--- config.mk ---
export PLATFORM = sky130hd
export DESIGN_NAME = ctrl_pipe
export DESIGN_NICKNAME = d
export VERILOG_FILES = /design/src/rtl/ctrl_pipe.sv
export SDC_FILE = /design/constraint.sdc
export NUM_CORES = 1
export LEC_CHECK = 0
export CAP_MARGIN = 5
export CORE_MARGIN = 8
export CORE_UTILIZATION = 47
export DETAILED_ROUTE_END_ITERATION = 10
export GPL_TIMING_DRIVEN = 1
export PLACE_DENSITY = 0.91
export RECOVER_POWER = 100
export SETUP_SLACK_MARGIN = 0.5
export SLEW_MARGIN = 20
export SYNTH_ARGS = -nofsm -noshare
export SYNTH_HDL_FRONTEND = slang
export SYNTH_SLANG_ARGS = --single-unit
--- constraint.sdc ---
create_clock -name clk -period 3.95 [get_ports clk]
set_clock_uncertainty 0.05 [all_clocks]
set_input_delay 0.79 -clock clk [delete_from_list [all_inputs] [get_ports clk]]
set_output_delay 0.79 -clock clk [all_outputs]
set_load 0.01 [all_outputs]
--- src/rtl/ctrl_pipe.sv ---
//------------------------------------------------------------------------------
// ctrl_pipe
//
// Carries a decoded control bundle from Decode through STAGES identical
// pipeline registers (stage 0 = Execute, stage STAGES-1 = Writeback). Each
// stage holds {Ctrl, Valid, Rd, RegWrite}. A stall holds a stage, a flush
// loads a bubble, and a stage whose upstream neighbour is stalled loads a
// bubble so the held instruction is not duplicated. The block also produces
// a load-use stall request and a "pending write" indication for the hazard
// unit.
//
// Ports:
//   clk            clock
//   reset          asynchronous active-low reset
//   StallS/FlushS  per-stage stall / flush, bit i = stage i
//   CtrlD, ValidD  control bundle and valid flag from Decode
//   RdD, RegWriteD destination register and write enable from Decode
//   Rs1D, Rs2D     Decode source registers (load-use check)
//   CtrlS          per-stage bundles, stage i at [i*CTRLW +: CTRLW]
//   ValidS         per-stage valid
//   RdS            per-stage destination register, stage i at [i*REGW +: REGW]
//   RegWriteS      per-stage register-write enable
//   LoadUseStallD  Decode must stall (load in stage 0 feeds a Decode source)
//   PendingD       PENDBIT set in Decode or in any valid stage
//
// Optional feature (macro CTRL_PIPE_PERF_EN):
//   BubbleCount    edges on which any stage i>0 loaded a flush or auto bubble
//   RetireCount    edges on which the last stage held a valid entry and moved
//   Both saturate at 32'hFFFF_FFFF. Without the macro they do not exist.
//------------------------------------------------------------------------------
module ctrl_pipe #(
   parameter int STAGES   = 3,
   parameter int CTRLW    = 27,
   parameter int REGW     = 5,
   parameter int PENDBIT  = 0,
   parameter int MEMRDBIT = 1
) (
   input  logic                      clk,
   input  logic                      reset,
   input  logic [STAGES-1:0]         StallS,
   input  logic [STAGES-1:0]         FlushS,
   input  logic [CTRLW-1:0]          CtrlD,
   input  logic                      ValidD,
   input  logic [REGW-1:0]           RdD,
   input  logic                      RegWriteD,
   input  logic [REGW-1:0]           Rs1D,
   input  logic [REGW-1:0]           Rs2D,
   output logic [STAGES*CTRLW-1:0]   CtrlS,
   output logic [STAGES-1:0]         ValidS,
   output logic [STAGES*REGW-1:0]    RdS,
   output logic [STAGES-1:0]         RegWriteS,
   output logic                      LoadUseStallD,
   output logic                      PendingD
`ifdef CTRL_PIPE_PERF_EN
   ,
   output logic [31:0]               BubbleCount,
   output logic [31:0]               RetireCount
`endif
);

   // Stage registers, packed so stage i maps onto the flat output slices.
   logic [STAGES-1:0][CTRLW-1:0] ctrl_q, ctrl_d;
   logic [STAGES-1:0][REGW-1:0]  rd_q,   rd_d;
   logic [STAGES-1:0]            valid_q, valid_d;
   logic [STAGES-1:0]            rw_q,    rw_d;

   // Input record of every stage: Decode for stage 0, stage i-1 otherwise.
   logic [STAGES-1:0][CTRLW-1:0] in_ctrl_s;
   logic [STAGES-1:0][REGW-1:0]  in_rd_s;
   logic [STAGES-1:0]            in_valid_s;
   logic [STAGES-1:0]            in_rw_s;

   // Bit i set when the stage feeding stage i is stalled (never for stage 0).
   logic [STAGES-1:0]            up_stall_s;

   // Set when a stage i>0 loads a bubble on this edge.
   logic                         bubble_evt_s;
   // Set when the last stage holds a valid entry that moves on this edge.
   logic                         retire_evt_s;

   // Saturating increment shared by the performance counters.
   function automatic logic [31:0] sat_inc(input logic [31:0] val, input logic en);
      logic [31:0] res;
      if (en && (val != 32'hFFFF_FFFF)) begin
         res = val + 32'd1;
      end else begin
         res = val;
      end
      return res;
   endfunction

   // Destination register matches a source register and is not x0.
   function automatic logic rd_hits(input logic [REGW-1:0] rd,
                                    input logic [REGW-1:0] rs1,
                                    input logic [REGW-1:0] rs2);
      logic hit;
      if (rd == {REGW{1'b0}}) begin
         hit = 1'b0;
      end else begin
         hit = (rd == rs1) || (rd == rs2);
      end
      return hit;
   endfunction

   // Build the per-stage input records and the upstream-stall vector.
   always_comb begin
      in_ctrl_s  = {ctrl_q[STAGES-2:0],  CtrlD};
      in_rd_s    = {rd_q[STAGES-2:0],    RdD};
      in_valid_s = {valid_q[STAGES-2:0], ValidD};
      // An invalid Decode entry must never carry a register write forward.
      in_rw_s    = {rw_q[STAGES-2:0],    (RegWriteD & ValidD)};
      up_stall_s = {StallS[STAGES-2:0],  1'b0};
   end

   // Next-state selection per stage: stall > flush > auto-bubble > load.
   always_comb begin
      ctrl_d       = ctrl_q;
      rd_d         = rd_q;
      valid_d      = valid_q;
      rw_d         = rw_q;
      bubble_evt_s = 1'b0;
      for (int i = 0; i < STAGES; i++) begin
         if (StallS[i]) begin
            // Hold: a flush is ignored while the stage is stalled.
            ctrl_d[i]  = ctrl_q[i];
            rd_d[i]    = rd_q[i];
            valid_d[i] = valid_q[i];
            rw_d[i]    = rw_q[i];
         end else if (FlushS[i] || up_stall_s[i]) begin
            // Flush bubble, or auto bubble because the upstream entry stays put.
            ctrl_d[i]  = {CTRLW{1'b0}};
            rd_d[i]    = {REGW{1'b0}};
            valid_d[i] = 1'b0;
            rw_d[i]    = 1'b0;
            if (i > 0) begin
               bubble_evt_s = 1'b1;
            end else begin
               bubble_evt_s = bubble_evt_s;
            end
         end else begin
            ctrl_d[i]  = in_ctrl_s[i];
            rd_d[i]    = in_rd_s[i];
            valid_d[i] = in_valid_s[i];
            rw_d[i]    = in_rw_s[i];
         end
      end
   end

   // Retirement: valid entry leaves the last stage when it is not stalled.
   always_comb begin
      retire_evt_s = valid_q[STAGES-1] & ~StallS[STAGES-1];
   end

   // Stage registers.
   always_ff @(posedge clk or negedge reset) begin
      if (!reset) begin
         ctrl_q  <= '0;
         rd_q    <= '0;
         valid_q <= '0;
         rw_q    <= '0;
      end else begin
         ctrl_q  <= ctrl_d;
         rd_q    <= rd_d;
         valid_q <= valid_d;
         rw_q    <= rw_d;
      end
   end

   // Output mapping straight from the stage registers.
   always_comb begin
      CtrlS     = ctrl_q;
      RdS       = rd_q;
      ValidS    = valid_q;
      RegWriteS = rw_q;
   end

   // Load-use hazard: valid load in Execute writing a register Decode reads.
   always_comb begin
      if (valid_q[0] && ctrl_q[0][MEMRDBIT] && rw_q[0]) begin
         LoadUseStallD = rd_hits(rd_q[0], Rs1D, Rs2D);
      end else begin
         LoadUseStallD = 1'b0;
      end
   end

   // Pending indication: PENDBIT in a valid Decode entry or any valid stage.
   always_comb begin
      PendingD = CtrlD[PENDBIT] & ValidD;
      for (int i = 0; i < STAGES; i++) begin
         if (valid_q[i] && ctrl_q[i][PENDBIT]) begin
            PendingD = 1'b1;
         end else begin
            PendingD = PendingD;
         end
      end
   end

`ifdef CTRL_PIPE_PERF_EN
   logic [31:0] bubble_cnt_q, bubble_cnt_d;
   logic [31:0] retire_cnt_q, retire_cnt_d;

   // Saturating performance counter next-state.
   always_comb begin
      bubble_cnt_d = sat_inc(bubble_cnt_q, bubble_evt_s);
      retire_cnt_d = sat_inc(retire_cnt_q, retire_evt_s);
   end

   // Performance counter registers.
   always_ff @(posedge clk or negedge reset) begin
      if (!reset) begin
         bubble_cnt_q <= 32'd0;
         retire_cnt_q <= 32'd0;
      end else begin
         bubble_cnt_q <= bubble_cnt_d;
         retire_cnt_q <= retire_cnt_d;
      end
   end

   // Counter outputs.
   always_comb begin
      BubbleCount = bubble_cnt_q;
      RetireCount = retire_cnt_q;
   end
`else
   // Event strobes have no consumer when the counters are not built.
   logic unused_evt_s;
   always_comb begin
      unused_evt_s = bubble_evt_s ^ retire_evt_s;
   end
`endif

endmodule

==> results.cfg, run 1 <==
[clock_network]
hold_buffers = 0
clk_pin_slew_ns = 0.08
htreeDepth = 3
ctsResizeCount = 0
numCtsBuffers = 9
clk_latency_ns = 0.35
cts_tree = done
clock-root-buffer = clkbuf_8
clk_path_buf_depth = 2
cts.sinks = 102
postCtsSetupBuffers = 0

[routing]
drc = 0
post_drt_wl_per_cell_um = 18.9
vias_per_cell = 5.38
drtIter0Drc = 86
antenna_left = 0
dr.pass1.iters = 4
finalWirelength_mm = 10.6
dr_total_vias = 3016

[power_and_ir_drop]
seqPwrFrac_pct = 52.7
power_density_nw_per_um2 = 376
p_clk_share_pct = 34.5
leakage_nw = 2.83
p_int_mw = 1.65
peakVddDrop_uv = 233
swShare_pct = 23.2
combPwrFrac_pct = 12.8
total_power_mw = 2.15
p_sw_mw = 0.498

[final_layout]
stdcell_area_um2 = 5720
diodes = 0
area_growth_pct = 45.8
drive_gt1_share_pct = 4.82
final_util_pct = 70.3
layout.nets = 505
layout.cells.non_filler = 561

[worst_hold_path]
worstHoldStart = CtrlS[71]$_DFFE_PN0N_
hold_path_class = reg2reg

[global_routing]
grt_max_degree = 78
grt_overflow = 0
grt_usage_pct = 18.9
antenna_found_initial = 0
grt_pass1_wl_mm = 17.3
grt_pass1_vias = 3189

[setup_path]
worstSetupPathType = in2reg
cp.arrival_ns = 3.60
crit_chain = dlygate4sd3_1 > clkbuf_1 > nor3_1 > clkbuf_2 > a22o_1
startpoint = StallS[1]
worstPathMaxFanout = 24
critPathLaunchType = input port
cp_slowest_cell = nor3_1
r2r_slack_ns = 3.05
path_buf_inv = 3
crit_required_ns = 4.18
r2r_start = RdS[2]$_DFFE_PN0N_
crit_path_end_kind = flop
cpPeakStageDelay_ns = 1.12
path_delay_family = buffers and inverters

[placed_design]
place_congestion = 0.782
hpwlAfterDp_mm = 7.99
placed_cell_area_um2 = 5530
io_buffer_count = 155
post-place-ws_ns = 0.668
post-place-cells = 547

[timing]
slew_violations = 79
tns_ns = 0
period_share_pct = 85.4
whs_ns = 0.458
maxSlewHeadroom_pct = -23.9
rsz0062_at_grt = no
period_needed_ns = 3.37
hold_violations = 0
tightest_slew_ns = 1.86
setup_violations = 0
worst_slack_ns = 0.577
max_clock_freq_mhz = 296

[die]
num_rows = 33
core_area_um2 = 8130
die_y_um = 107
die-area_um2 = 11500
io_pins = 156
die_x_um = 107
initial_core_util_pct = 48.2

[run]
max_cap_viol_count = 2

[synth]
ys_seq_elements = 102
yosysSeqAreaShare_pct = 65.1
syn_nets = 354
syn_area_per_cell_um2 = 13.0
synth_area_um2 = 3920
syn_inst = 302
synth-warning-count = 0
yosysUniqueCellTypes = 21

[run_status]
outcome = finished, violations left
violations = capacitance limit, slew limit
==> layer usage <==
metal  vias to the layer above  part of all wire (%)  global-route usage (%)
met4                         0                   1.7                    7.43
li1                       1399                     -                       -
met2                       115                    52                    32.3
met1                      1484                    39                    22.0
met5                         -                     0                       0
met3                        18                   7.8                    5.27
==> power groups by stage <==
stage	sequential (mW)	combinational, mW	clock, mW
4_1_cts	1.13	0.302	0.755
3_3_place_gp	1.15	0.291	0
2_1_floorplan	1.17	0.0886	0
6_report	1.13	0.274	0.742
5_1_grt	1.14	0.300	0.802
3_5_place_dp	1.15	0.300	0
==> cell usage after synthesis <==
cell / count / area (µm²)
nor3_4: 2 / 32.5
nor3_1: 2 / 10.0
buf_6: 3 / 33.8
dfrtp_1: 102 / 2550
or4_1: 1 / 7.51
a21oi_1: 1 / 5.00
o2111ai_1: 1 / 8.76
buf_4: 3 / 22.5
xnor2_1: 4 / 35.0
nor2_1: 1 / 3.75
xor2_1: 6 / 52.6
a22o_2: 2 / 20.0
nand2b_1: 26 / 163
a22oi_1: 2 / 15.0
buf_2: 5 / 25.0
buf_1: 2 / 7.51
nand2_1: 27 / 101
o21ai_0: 26 / 130
clkbuf_1: 10 / 37.5
a22o_1: 74 / 648
nand3_1: 2 / 10.0
==> registers in the layout, indices dropped and copies added (netlist names) <==
name,count
CtrlS,81
RdS,15
RegWriteS,3
ValidS,3
==> final cells by class <==
type | instances | area (µm²)
Clock inverter | 4 | 97.6
Sequential cell | 102 | 2550
Multi-Input combinational cell | 177 | 1220
Clock buffer | 10 | 128
Fill cell | 592 | 2420
Timing Repair Buffer | 163 | 1580
Tap cell | 105 | 131
==> cells by family (layout without fill, tap and decap cells) <==
kind of cell           after synthesis  after routing  synth area share, %
AO/OA/AOI/OAI                      106            106                 21.1
buffers and inverters               23            177                 3.22
flip-flops                         102            102                 65.1
XOR/XNOR                            10             10                 2.23
AND/OR/NAND/NOR                     61             61                 8.36
==> final timing paths <==
check,to,depth (start not counted)
worst min-delay path,CtrlS[71]$_DFFE_PN0N_,1
worst max register to register,RdS[2]$_DFFE_PN0N_,1
max in group asynchronous,CtrlS[43]$_DFFE_PN0N_,2
min in group asynchronous,RdS[4]$_DFFE_PN0N_,1
worst min register to register,CtrlS[71]$_DFFE_PN0N_,1
worst max-delay path,RdS[12]$_DFFE_PN0N_,5
==> cell usage in the layout, fill, tap and decap left out <==
| cell type | synthesis | final |
|---|---|---|
| dlygate4sd3_1 | 0 | 106 |
| xnor2_1 | 4 | 4 |
| a22o_1 | 74 | 74 |
| buf_4 | 3 | 3 |
| xor2_1 | 6 | 6 |
| clkinvlp_4 | 0 | 1 |
| nor3_2 | 0 | 1 |
| buf_2 | 5 | 1 |
| clkbuf_2 | 0 | 2 |
| a22o_2 | 2 | 2 |
| bufinv_16 | 0 | 3 |
| nand2_1 | 27 | 27 |
| clkbuf_8 | 0 | 9 |
| o2111ai_1 | 1 | 1 |
| nand3_1 | 2 | 2 |
| nand2b_1 | 26 | 26 |
| clkbuf_1 | 10 | 5 |
| dfrtp_1 | 102 | 102 |
| o21ai_0 | 26 | 26 |
| clkdlybuf4s50_1 | 0 | 47 |
| nor3_1 | 2 | 3 |
| a22oi_1 | 2 | 2 |
| nor2_1 | 1 | 1 |
| or4_1 | 1 | 1 |
| a21oi_1 | 1 | 1 |
Power figures use the tool's default switching activity.
==> run 2, diff against run 1 <==
--- a/config.mk
+++ b/config.mk
@@ -13,7 +13,8 @@
 export PLACE_DENSITY = 0.91
 export RECOVER_POWER = 100
 export SETUP_SLACK_MARGIN = 0.5
-export SLEW_MARGIN = 20
+export SKIP_LAST_GASP = 1
+export SLEW_MARGIN = 30
 export SYNTH_ARGS = -nofsm -noshare
 export SYNTH_HDL_FRONTEND = slang
 export SYNTH_SLANG_ARGS = --single-unit
==> results.cfg, run 2 (synthesis results as in run 1) <==
[setup_path]
critPathLaunchType = input port
crit_path_end_kind = flop
cpPeakStageDelay_ns = 1.12
worstSetupPathType = in2reg
startpoint = StallS[1]
crit_chain = dlygate4sd3_1 > clkbuf_1 > nor3_1 > clkbuf_2 > a22o_1
r2r_start = RdS[2]$_DFFE_PN0N_
cp.arrival_ns = 3.60
worstPathMaxFanout = 24
reg2reg_depth = 1
r2r_slack_ns = 3.05
r2r-end = RdS[2]$_DFFE_PN0N_
cp_slowest_cell = nor3_1
endpoint = RdS[12]$_DFFE_PN0N_
crit_required_ns = 4.18

[timing]
max_clock_freq_mhz = 296
setup_violations = 0
slew_violations = 79
whs_ns = 0.458
maxSlewHeadroom_pct = -24.1
period_needed_ns = 3.37
tns_ns = 0
period_share_pct = 85.4
rsz0062_at_grt = no
hold_violations = 0
tightest_slew_ns = 1.86

[routing]
drc = 0
drtIter0Drc = 86
vias_per_cell = 5.38
finalWirelength_mm = 10.6
dr_total_vias = 3016
antenna_left = 0
post_drt_wl_per_cell_um = 18.9
dr.pass1.iters = 4

[clock_network]
clk_path_buf_depth = 2
cts_tree = done
hold_buffers = 0
cts.sinks = 102
clk_latency_ns = 0.35
postCtsSetupBuffers = 0
clk_pin_slew_ns = 0.08
clock-root-buffer = clkbuf_8
htreeDepth = 3
numCtsBuffers = 9
ctsResizeCount = 0

[final_layout]
area_growth_pct = 45.8
diodes = 0
final_common_cell = dlygate4sd3_1
largest_reg_flops = 81
layout.nets = 505
final_cell_mix = dlygate4sd3_1 (106), dfrtp_1 (102), a22o_1 (74)
fill_cells = 593
layout.cells.non_filler = 561
drive_gt1_share_pct = 4.82

[die]
die-area_um2 = 11500
core_area_um2 = 8130
die_y_um = 107
io_pins = 156
die_x_um = 107
initial_core_util_pct = 48.2
num_rows = 33

[global_routing]
top_usage_layer = met2
grt_pass1_vias = 3189
grtUsageMet2_pct = 32.3
grt_max_degree = 78
grtUsageMet1_pct = 22.0
grt_usage_pct = 18.9
antenna_found_initial = 0
grt_pass1_wl_mm = 17.3
met3_usage_pct = 5.27
grt_overflow = 0

[power_and_ir_drop]
leakage_nw = 2.83
power_density_nw_per_um2 = 376
peakVddDrop_uv = 233

[worst_hold_path]
hold_path_class = reg2reg
worstHoldStart = CtrlS[71]$_DFFE_PN0N_
hold_depth = 1

[placed_design]
io_buffer_count = 155
post-place-cells = 547
hpwlAfterDp_mm = 7.99
place_congestion = 0.782

[run]
max_cap_viol_count = 2

[run_status]
outcome = finished, violations left
violations = capacitance limit, slew limit
-- run 2: final cells by class --
type | instances | area [µm²] | share of cell area, %
clock buffer | 10 | 128 | 2.23
sequential | 102 | 2550 | 44.6
timing repair buffer | 163 | 1580 | 27.7
clock inverter | 4 | 97.6 | 1.71
multi-input combinational | 177 | 1220 | 21.4
tap | 105 | 131 | 2.30
-- run 2: worst max-delay path, delay by kind of cell --
family | cells | cell delay [ns]
AOI/OAI and AO/OA | 1 | 0.22
buffers and inverters | 3 | 1.46
and+or+nand+nor | 1 | 1.12
-- run 2: metal layers --
layer | wire length (µm) | vias up
met5 | 0 | -
met4 | 180 | 0
met3 | 825 | 18
met2 | 5480 | 115
met1 | 4120 | 1483
li1 | - | 1400
-- run 2: stage by stage --
step	area, µm²	setup WS (ns)	total power [mW]	utilization [%]
detailed placement	5530	0.668	1.45	68.0
floorplan	3920	1.70	1.25	-
CTS	5760	0.649	2.19	70.8
finish	5720	0.577	2.15	70.3
global route	5720	0.389	2.24	70.3
global placement	5530	0.788	1.44	68.0
-- run 2: worst min-delay path by stage --
stage	end
after global routing	CtrlS[79]$_DFFE_PN0N_
after global placement	CtrlS[73]$_DFFE_PN0N_
after detailed placement	CtrlS[77]$_DFFE_PN0N_
final	CtrlS[71]$_DFFE_PN0N_
after CTS	CtrlS[77]$_DFFE_PN0N_
after floorplan	CtrlS[0]$_DFFE_PN0N_
-- run 2: report_power, final --
group | internal [mW] | total [mW] | leakage (nW) | switching (mW)
clock network | 0.414 | 0.742 | 0.108 | 0.327
registers | 1.09 | 1.13 | 1.38 | 0.0432
logic | 0.146 | 0.274 | 1.33 | 0.128
==> run 3, diff against run 2 <==
--- a/config.mk
+++ b/config.mk
@@ -8,6 +8,7 @@
 export CAP_MARGIN = 5
 export CORE_MARGIN = 8
 export CORE_UTILIZATION = 47
+export CTS_BUF_LIST = sky130_fd_sc_hd__clkbuf_16
 export DETAILED_ROUTE_END_ITERATION = 10
 export GPL_TIMING_DRIVEN = 1
 export PLACE_DENSITY = 0.91
==> results.cfg, run 3 (synthesis results as in run 1) <==
[run_status]
outcome = finished, violations left
violations = capacitance limit, slew limit

[setup_path]
worstSetupPathType = in2reg
crit_path_end_kind = flop
worstPathMaxFanout = 24
cp.arrival_ns = 3.59
r2r-end = RdS[2]$_DFFE_PN0N_
crit_required_ns = 4.15
r2r_slack_ns = 3.05
critPathLaunchType = input port
reg2reg_depth = 1
r2r_start = RdS[2]$_DFFE_PN0N_

[clock_network]
postCtsSetupBuffers = 0
cts_tree = done
htreeDepth = 3
cts.sinks = 102
clock-root-buffer = clkbuf_16
numCtsBuffers = 9
clk_latency_ns = 0.32
clk_path_buf_depth = 2
hold_buffers = 0
ctsResizeCount = 0
clk_pin_slew_ns = 0.07

[routing]
dr_total_vias = 3008
post_drt_wl_per_cell_um = 19.0
dr.pass1.iters = 4
vias_per_cell = 5.36
finalWirelength_mm = 10.7
drc = 0
antenna_left = 0
drtIter0Drc = 84

[final_layout]
final_util_pct = 71.5
final_cell_mix = dlygate4sd3_1 (106), dfrtp_1 (102), a22o_1 (74)
layout.nets = 505
fill_cells = 580
layout.cells.non_filler = 561
final_common_cell = dlygate4sd3_1
diodes = 0
drive_gt1_share_pct = 4.82
largest_reg_flops = 81
area_growth_pct = 48.4
stdcell_area_um2 = 5820
seq_area_um2 = 2550
multiInputGateArea_um2 = 1220

[timing]
period_share_pct = 85.8
rsz0062_at_grt = no
max_clock_freq_mhz = 295
period_needed_ns = 3.39
hold_violations = 0
tightest_slew_ns = 1.86
setup_violations = 0
slew_violations = 78
tns_ns = 0
maxSlewHeadroom_pct = -23.9

[global_routing]
grt_pass1_wl_mm = 17.3
antenna_found_initial = 0
grt_usage_pct = 18.7
grt_max_degree = 78
grt_pass1_vias = 3188
grt_overflow = 0

[power_and_ir_drop]
peakVddDrop_uv = 255
power_density_nw_per_um2 = 407
leakage_nw = 2.88

[placed_design]
post-place-cells = 547
io_buffer_count = 155
place_congestion = 0.782
placed_cell_area_um2 = 5530
hpwlAfterDp_mm = 7.99

[die]
die_y_um = 107
io_pins = 156
die-area_um2 = 11500
core_area_um2 = 8130
num_rows = 33
die_x_um = 107
initial_core_util_pct = 48.2

[worst_hold_path]
hold_path_class = reg2reg
hold_depth = 1
worstHoldEndpoint = CtrlS[65]$_DFFE_PN0N_
worstHoldStart = CtrlS[65]$_DFFE_PN0N_

[run]
max_cap_viol_count = 2
-- run 3: cell types whose count changed in the layout (fill, tap and decap cells not counted), sizes merged --
cell / previous run / this run
inv: 0 / 1
clkbuf: 16 / 15
-- run 3: worst max-delay path by stage --
stage | start | end | depth (start not counted)
detailed placement | Rs1D[2] | LoadUseStallD | 6
floorplan | Rs1D[2] | LoadUseStallD | 4
global placement | Rs1D[2] | LoadUseStallD | 6
CTS | Rs1D[2] | LoadUseStallD | 6
global route | StallS[1] | CtrlS[49]$_DFFE_PN0N_ | 5
finish | StallS[1] | RdS[12]$_DFFE_PN0N_ | 5
-- run 3: stage by stage --
stage / hold slack, ns / worst slack (ns) / power [mW]
final: 0.454 / 0.559 / 2.37
after global routing: 0.468 / 0.343 / 2.46
after CTS: 0.462 / 0.649 / 2.41
after detailed placement: 0.447 / 0.668 / 1.45
after global placement: 0.442 / 0.788 / 1.44
after floorplan: 0.444 / 1.70 / 1.25
-- run 3: report_power, final --
part / internal (mW) / total (mW) / switching [mW] / leakage, nW
Sequential: 1.09 / 1.13 / 0.0437 / 1.38
Combinational: 0.146 / 0.275 / 0.129 / 1.33
Clock: 0.610 / 0.958 / 0.349 / 0.159
-- run 3: area by class of cell --
cell class,instances,share of cell area (%)
sequential,102,43.9
multi-input combinational,177,21.0
tap,105,2.26
clock buffer,9,3.87
clock inverter,5,1.74
timing repair buffer,163,27.2
-- run 3: worst max-delay path, cell delays in order --
cell           delay, ns
dlygate4sd3_1       0.55
clkbuf_1            0.29
nor3_1              1.12
clkbuf_2            0.61
a22o_1              0.22
-- run 3: metal layers --
metal | global-route usage [%] | routed length, µm
met5 | 0 | 0
met4 | 6.84 | 185
met3 | 4.31 | 740
met2 | 32.6 | 5520
met1 | 22.2 | 4220
